===== config.mk =====
export PLATFORM = sky130hd
export DESIGN_NAME = decode_stage
export DESIGN_NICKNAME = d
export VERILOG_FILES = /design/src/rtl/decode_stage.sv
export SDC_FILE = /design/constraint.sdc
export NUM_CORES = 1
export LEC_CHECK = 0
export CAP_MARGIN = 20
export CORE_UTILIZATION = 52
export DETAILED_ROUTE_END_ITERATION = 10
export GPL_ROUTABILITY_DRIVEN = 0
export MAX_ROUTING_LAYER = met4
export PLACE_DENSITY = 0.86
export SKIP_CTS_REPAIR_TIMING = 1
export SYNTH_ARGS = -nofsm -noshare
export SYNTH_HDL_FRONTEND = slang
export SYNTH_SLANG_ARGS = --single-unit

===== constraint.sdc =====
create_clock -name clk -period 2.9 [get_ports clk]
set_input_delay 0.29 -clock clk [delete_from_list [all_inputs] [get_ports clk]]
set_output_delay 0.29 -clock clk [all_outputs]
set_load 0.005 [all_outputs]

===== src/rtl/decode_stage.sv =====
// rtl/decode_stage.sv - registered RV32 decode stage with DEPTH-entry output FIFO
// Optional MUL/DIV decode enabled by defining DECODE_MULDIV_EN.
module decode_stage #(
   parameter int XLEN  = 32,
   parameter int DEPTH = 2,
   parameter int OP_W  = 4
) (
   input  logic                       clk,
   input  logic                       rst_n,
   input  logic                       flush,
   input  logic                       in_valid,
   output logic                       in_ready,
   input  logic [31:0]                in_instr,
   output logic                       out_valid,
   input  logic                       out_ready,
   output logic [OP_W-1:0]            out_op,
   output logic [4:0]                 out_rd,
   output logic [4:0]                 out_rs1,
   output logic [4:0]                 out_rs2,
   output logic [XLEN-1:0]            out_imm,
   output logic                       out_ill,
   output logic [$clog2(DEPTH):0]     count
);

   localparam int PW = $clog2(DEPTH);
   localparam int CW = PW + 1;
   localparam int EW = OP_W + 15 + XLEN + 1;
   localparam logic [CW-1:0] FULL_CNT = CW'(DEPTH);

   logic [6:0]      opcode;
   logic [2:0]      f3;
   logic [6:0]      f7;
   logic [OP_W-1:0] d_op;
   logic            d_ill;
   logic [11:0]     imm12;
   logic [XLEN-1:0] d_imm;
   logic [EW-1:0]   d_entry;

   logic [EW-1:0]   mem [DEPTH];
   logic [PW-1:0]   wr_ptr;
   logic [PW-1:0]   rd_ptr;
   logic            full;
   logic            empty;
   logic            push;
   logic            pop;

   assign opcode = in_instr[6:0];
   assign f3     = in_instr[14:12];
   assign f7     = in_instr[31:25];

   always_comb begin
      d_op  = '0;
      d_ill = 1'b1;
      imm12 = '0;
      case (opcode)
         7'b0110011: begin
            case ({f7, f3})
               10'b0000000_000: begin d_op = OP_W'(0); d_ill = 1'b0; end
               10'b0100000_000: begin d_op = OP_W'(1); d_ill = 1'b0; end
               10'b0000000_111: begin d_op = OP_W'(7); d_ill = 1'b0; end
               10'b0000000_110: begin d_op = OP_W'(8); d_ill = 1'b0; end
               10'b0000000_100: begin d_op = OP_W'(9); d_ill = 1'b0; end
`ifdef DECODE_MULDIV_EN
               10'b0000001_000: begin d_op = OP_W'(2); d_ill = 1'b0; end
               10'b0000001_100: begin d_op = OP_W'(3); d_ill = 1'b0; end
`endif
               default: ;
            endcase
         end
         7'b0010011: begin
            if (f3 == 3'b000) begin
               d_op  = OP_W'(6);
               d_ill = 1'b0;
               imm12 = in_instr[31:20];
            end
         end
         7'b0000011: begin
            if (f3 == 3'b010) begin
               d_op  = OP_W'(4);
               d_ill = 1'b0;
               imm12 = in_instr[31:20];
            end
         end
         7'b0100011: begin
            if (f3 == 3'b010) begin
               d_op  = OP_W'(5);
               d_ill = 1'b0;
               imm12 = {in_instr[31:25], in_instr[11:7]};
            end
         end
         default: ;
      endcase
   end

   assign d_imm   = {{(XLEN-12){imm12[11]}}, imm12};
   assign d_entry = {d_op, in_instr[11:7], in_instr[19:15], in_instr[24:20], d_imm, d_ill};

   assign full      = (count == FULL_CNT);
   assign empty     = (count == '0);
   assign in_ready  = !full && !flush;
   assign out_valid = !empty;
   assign push      = in_valid && in_ready;
   // A pop during flush is dropped: the flush resets pointers anyway.
   assign pop       = out_valid && out_ready && !flush;

   always_ff @(posedge clk or negedge rst_n) begin
      if (!rst_n) begin
         wr_ptr <= '0;
         rd_ptr <= '0;
         count  <= '0;
         for (int i = 0; i < DEPTH; i++) mem[i] <= '0;
      end else if (flush) begin
         wr_ptr <= '0;
         rd_ptr <= '0;
         count  <= '0;
      end else begin
         if (push) begin
            mem[wr_ptr] <= d_entry;
            wr_ptr      <= wr_ptr + PW'(1);
         end
         if (pop) rd_ptr <= rd_ptr + PW'(1);
         case ({push, pop})
            2'b10:   count <= count + CW'(1);
            2'b01:   count <= count - CW'(1);
            default: ;
         endcase
      end
   end

   assign {out_op, out_rd, out_rs1, out_rs2, out_imm, out_ill} = mem[rd_ptr];

endmodule


==> results.json, run 1 <==
{
  "h-tree-depth": 3,
  "critPathRequiredTime_ns": 2.61,
  "crit_path_max_incr_delay_ns": 0.58,
  "ys_warn_count": 0,
  "max_freq_ghz": 0.452,
  "status": "finished, final reports clean",
  "dp_hpwl_microns": 5200,
  "fin_skew_ns": 0.00675,
  "cts-buffers-inserted": 9,
  "ys_ff_latch": 68,
  "regToRegStartpoint": "count[1]",
  "cts_root_buf": "clkbuf_8",
  "placementRows": 29,
  "port_buffers": 92,
  "cts_tree": "yes",
  "async_reset_ff_share_pct": 100,
  "start_util_pct": 54.1,
  "antenna_cells_inserted": 0,
  "wl_microns": 7460,
  "detail_route.wl_per_cell_microns": 17.4,
  "grt_pass1_vias": 2455,
  "coreArea_sq_um": 6350,
  "vdd_drop_max_uv": 452,
  "ys.flop_type": "dfrtp_1",
  "syn_to_final_growth_pct": 30.5,
  "tns_ns": 0,
  "die_h_microns": 83.3,
  "critical_path.cell_chain": "buf_4 > mux2_2 > clkdlybuf4s50_1",
  "avgSynthCellArea_sq_um": 12.7,
  "cp-start-kind": "flip-flop",
  "rsz0062_at_grt": "no",
  "synth.cell_area_sq_um": 3440,
  "overflow": 0,
  "timing.rr.end": "mem[58]",
  "slowest_stage": "clkdlybuf4s50_1",
  "drv_cap": 0,
  "grt_max_degree": 36,
  "grt_pass1_wl_microns": 12200,
  "drtIter0Drc": 56,
  "power_density_nw_per_um2": 547,
  "setup_viol": 0,
  "synth.distinct_cells": 40,
  "crit_start": "rd_ptr",
  "cp-end-kind": "output pin",
  "tightest_slew_ns": 0.784,
  "via_count": 2384,
  "hold_slack_ns": 0.0123,
  "drt_pass1_iterations": 4,
  "post-route-drc-count": 0,
  "period_share_pct": 76.3,
  "cts.sinks": 68,
  "min_path_type": "input pin to async pin",
  "vias_per_cell": 5.56,
  "seq_area_frac_synth_pct": 49.5,
  "antenna_found_initial": 0,
  "clkLatencyLatePin_ns": 0.35,
  "synth_edf_count": 0,
  "track_usage_pct": 23.3,
  "slew_headroom_pct": 47.7,
  "cts.reportedPaths.clkPinSlew_ns": 0.07,
  "synthCells": 271,
  "design_area_sq_um": 4480,
  "finalHoldViolations": 0,
  "fp.dieW_microns": 83.3,
  "reg2regPathDepth": 4,
  "dpl_cell_area_sq_um": 4280,
  "io_pins": 93,
  "final_nets": 384,
  "crit_path_max_fanout": 21,
  "drive_above_1_share_pct": 30.1,
  "cts_max_path_buffers": 2,
  "path_class": "flip-flop to output pin",
  "drv_slew": 0,
  "synthesis.nets": 308,
  "crit_arrival_ns": 1.92,
  "antenna_left": 0,
  "power.leakage_nw": 1.92,
  "post-route-min-period_ns": 2.21,
  "die-area_sq_um": 6940,
  "reg2reg_slack_ns": 0.77
}
## metal layers
metal / vias up / GRT usage [%] / wire length (microns)
met5: - / - / 0
met4: 0 / 10.2 / 177
met3: 16 / 4.67 / 268
met2: 64 / 36.5 / 3670
met1: 1179 / 29.4 / 3340
li1: 1125 / - / -
## how the worst max path moves through the flow
stage	end	slack, ns
finish	out_imm[15]	0.69
global route	out_imm[15]	0.59
CTS	out_imm[15]	0.65
detailed placement	mem[61]	0.52
global placement	mem[84]	0.57
floorplan	out_imm[12]	1.08
## synth_stat cells, types with 2 or more instances
master    count  share of area [%]
a21oi_1       2               0.29
a22o_1       17                4.3
a22oi_1       5                1.1
a32o_1        3               0.87
buf_2         4               0.58
buf_4        20                4.4
buf_6         2               0.66
clkbuf_1      6               0.66
dfrtp_1      68                 50
mux2_2       68                 22
mux2_4        9                3.9
nand2_1       9               0.98
nand2b_1      2               0.36
nand3_1       4               0.58
nand4_1       2               0.36
nor2_1       16                1.7
nor2b_1       4               0.73
nor3_2        2               0.58
o21ai_0       5               0.73
or2_2         2               0.36
xor2_1        2               0.51
## flip-flops by register name (all words and copies together) (netlist names)
name,cells
rd_ptr,1
count,2
wr_ptr,1
mem,64
## cell usage in the layout, fill, tap and decap left out, types with 2 or more instances in the layout
cell type	n
clkdlybuf4s50_1	91
a32o_1	3
clkbuf_8	10
a22o_1	17
nand2_1	9
clkinv_2	2
buf_4	4
clkinvlp_4	2
dfrtp_1	68
mux2_2	68
mux2_4	9
nor3_2	2
xor2_1	2
a21oi_1	2
o21ai_0	5
nand3_1	4
nor2b_1	4
nor2_1	16
a22oi_1	5
nand4_1	2
or2_2	2
nand2b_1	2
## critical path, delay by kind of cell, from the launching register on
kind	cells	cell delay (ns)
multiplexers	1	0.44
buffers and inverters	2	0.76
flip-flops	1	0.38
## cells by family (layout without fill, tap and decap cells)
| group | after synthesis | count (layout) | synth area share, % |
|---|---|---|---|
| AOI/OAI and AO/OA | 39 | 39 | 8.81 |
| xor gates and xnor gates | 3 | 3 | 0.765 |
| muxes | 78 | 78 | 26.5 |
| and+or+nand+nor | 51 | 51 | 8.12 |
| DFF | 68 | 68 | 49.5 |
| buffers and inverters | 32 | 113 | 6.26 |
## where the power goes
part           internal, W  total (W)  switching (W)
sequential         0.00107    0.00114      0.0000668
clock             0.000418   0.000781       0.000362
combinational     0.000344   0.000532       0.000188
total              0.00184    0.00245       0.000617
## metrics by stage
| step | util (%) | total power, W | instances | worst slack (ns) |
|---|---|---|---|---|
| after floorplan | - | 0.00142 | 271 | 1.08 |
| after global placement | 67.4 | 0.00166 | 413 | 0.567 |
| after detailed placement | 67.4 | 0.00169 | 413 | 0.518 |
| after CTS | 70.6 | 0.00248 | 429 | 0.652 |
| after global routing | 70.6 | 0.00257 | 429 | 0.594 |
| final | 70.6 | 0.00245 | 429 | 0.686 |
## final cells by class
type / instances / area (sq um)
flip-flops and latches: 68 / 1700
well taps: 77 / 96.3
multi-input cells: 171 / 1520
clock inverters: 6 / 63.8
repair buffers: 97 / 966
fillers: 442 / 1870
clock buffers: 10 / 138
(Power assumes the default switching activity.)
==> inputs of run 2 (changes only) <==
--- a/config.mk
+++ b/config.mk
@@ -6,11 +6,11 @@
 export NUM_CORES = 1
 export LEC_CHECK = 0
 export CAP_MARGIN = 20
-export CORE_UTILIZATION = 52
+export CORE_UTILIZATION = 44
 export DETAILED_ROUTE_END_ITERATION = 10
 export GPL_ROUTABILITY_DRIVEN = 0
 export MAX_ROUTING_LAYER = met4
-export PLACE_DENSITY = 0.86
+export PLACE_DENSITY = 0.78
 export SKIP_CTS_REPAIR_TIMING = 1
 export SYNTH_ARGS = -nofsm -noshare
 export SYNTH_HDL_FRONTEND = slang
==> constraint.sdc (replaced) <==
create_clock -name clk -period 2 [get_ports clk]
set_input_delay 0.2 -clock clk [delete_from_list [all_inputs] [get_ports clk]]
set_output_delay 0.2 -clock clk [all_outputs]
set_load 0.005 [all_outputs]
==> run 2 against run 1 <==
  * First-iteration DRC count grew 45%
  * Die area grew 18%
  * Critical path depth is the same
  * Sequential power grew 45%
  * Clock power grew 20%
  * Sequential cell count is the same
  * Combinational power grew 53%
  * Sequential share of layout area shrank 1.6 points
  * Clock skew is essentially flat
  * Worst hold slack gained 0.38 ns
  * Cell count grew 8.9%
  * Routed wire length grew 1.7%
  * Highest routed layer unchanged
==> results.json, run 2 (synthesized netlist as in run 1, its figures left out) <==
{
  "vias_per_cell": 5.22,
  "met2_usage_pct": 31.9,
  "h-tree-depth": 3,
  "crit_path_max_incr_delay_ns": 0.46,
  "path_class": "flip-flop to output pin",
  "wl_microns": 7590,
  "antenna_left": 0,
  "grt_max_degree": 69,
  "drt_pass1_iterations": 6,
  "syn_to_final_growth_pct": 36.5,
  "power.leakage_nw": 2.08,
  "drtIter0Drc": 81,
  "stdcell_count": 467,
  "dp_cells": 448,
  "tightest_slew_ns": 0.386,
  "cp-start-kind": "flip-flop",
  "min_path_type": "input pin to async pin",
  "grtUsageMet3_pct": 3.11,
  "die_h_microns": 90.4,
  "use_met1_pct": 24.9,
  "status": "finished, final reports clean",
  "slowest_stage": "clkdlybuf4s50_1",
  "largest_register_ffs": 64,
  "die-area_sq_um": 8170,
  "dp_hpwl_microns": 5250,
  "via_count": 2439,
  "power_density_nw_per_um2": 725,
  "max_freq_ghz": 0.509,
  "cts.sinks": 68,
  "track_usage_pct": 19.7,
  "vdd_drop_max_uv": 347,
  "slew_headroom_pct": 74.3,
  "antenna_cells_inserted": 0,
  "drv_cap": 0,
  "clkLatencyLatePin_ns": 0.33,
  "fillCellCount": 565,
  "overflow": 0,
  "start_util_pct": 46.4,
  "crit_path_max_fanout": 15,
  "finalPower_w": 0.00340,
  "fin_skew_ns": 0.00662,
  "drv_slew": 0,
  "final_common_cell": "clkdlybuf4s50_1",
  "post-route-min-period_ns": 1.96,
  "crit_arrival_ns": 1.76,
  "finalHoldViolations": 0,
  "top_register": "mem",
  "cts-buffers-inserted": 9,
  "grt_pass1_vias": 2539,
  "port_buffers": 92,
  "cts_root_buf": "clkbuf_8",
  "cts_max_path_buffers": 2,
  "cts.reportedPaths.clkPinSlew_ns": 0.07,
  "grt_pass1_wl_microns": 12400,
  "grt.busiest_layer": "met2",
  "utilization_pct": 63.3,
  "tns_ns": 0,
  "detail_route.wl_per_cell_microns": 16.3,
  "critPathRequiredTime_ns": 1.80,
  "period_share_pct": 98.2,
  "post-route-drc-count": 0,
  "seq_area_sq_um": 1700,
  "coreArea_sq_um": 7410,
  "antenna_found_initial": 0,
  "setup_viol": 0,
  "cts_tree": "yes",
  "placementRows": 31,
  "drive_above_1_share_pct": 32.9,
  "multi_input_area_sq_um": 1550,
  "cp-end-kind": "output pin",
  "fp.dieW_microns": 90.4,
  "final_nets": 401,
  "reg_top3": "mem (64), count (2)",
  "critical_path.cell_chain": "buf_12 > mux2_4 > clkdlybuf4s50_1",
  "layout_common_cells": "87 x clkdlybuf4s50_1, 67 x mux2_2, 67 x dfrtp_1",
  "io_pins": 93
}
run 2: through the flow:
step,setup slack [ns],hold WS (ns),area (sq um)
2_1_floorplan,0.224,-0.0956,3440
4_1_cts,-0.167,-0.113,4620
6_report,0.0359,0.388,4690
3_3_place_gp,0.126,0.242,4460
5_1_grt,-0.0114,0.454,4690
3_5_place_dp,0.121,0.248,4460
run 2: final timing paths:
path / cells after the start / endpoint / slack, ns / startpoint
max in group asynchronous: 3 / mem[55] / 1.26 / rst_n
max reg2reg: 4 / mem[97] / 0.28 / count[0]
min in group clk: 2 / mem[51] / 0.49 / mem[51]
min: 3 / mem[89] / 0.39 / rst_n
max: 3 / out_imm[26] / 0.04 / rd_ptr
min reg2reg: 2 / mem[51] / 0.49 / mem[51]
run 2: critical path, delay by kind of cell, from the launching register on:
kind | cells | cell delay [ns]
buffers and inverters | 2 | 0.63
multiplexers | 1 | 0.35
flip-flops | 1 | 0.45
run 2: area by class of cell:
type                            instances  area share (%)
Clock buffer                           10            2.72
Clock inverter                          5           0.640
Multi-Input combinational cell        173            33.1
Sequential cell                        68            36.3
Tap cell                               99            2.64
Timing Repair Buffer                  112            24.6
run 2: routing by layer:
layer,part of all wire (%),wire (microns),vias to the layer above
li1,-,-,1158
met3,4.4,332,11
met4,1.5,112,0
met5,0,0,-
met1,46,3480,1199
met2,48,3670,71
run 2: report_power, final:
part           switching [W]  internal (W)  leakage, nW
clock network       0.000499      0.000436       0.0779
logic               0.000280      0.000535         1.13
registers          0.0000924       0.00156        0.873
total               0.000871       0.00253         2.08
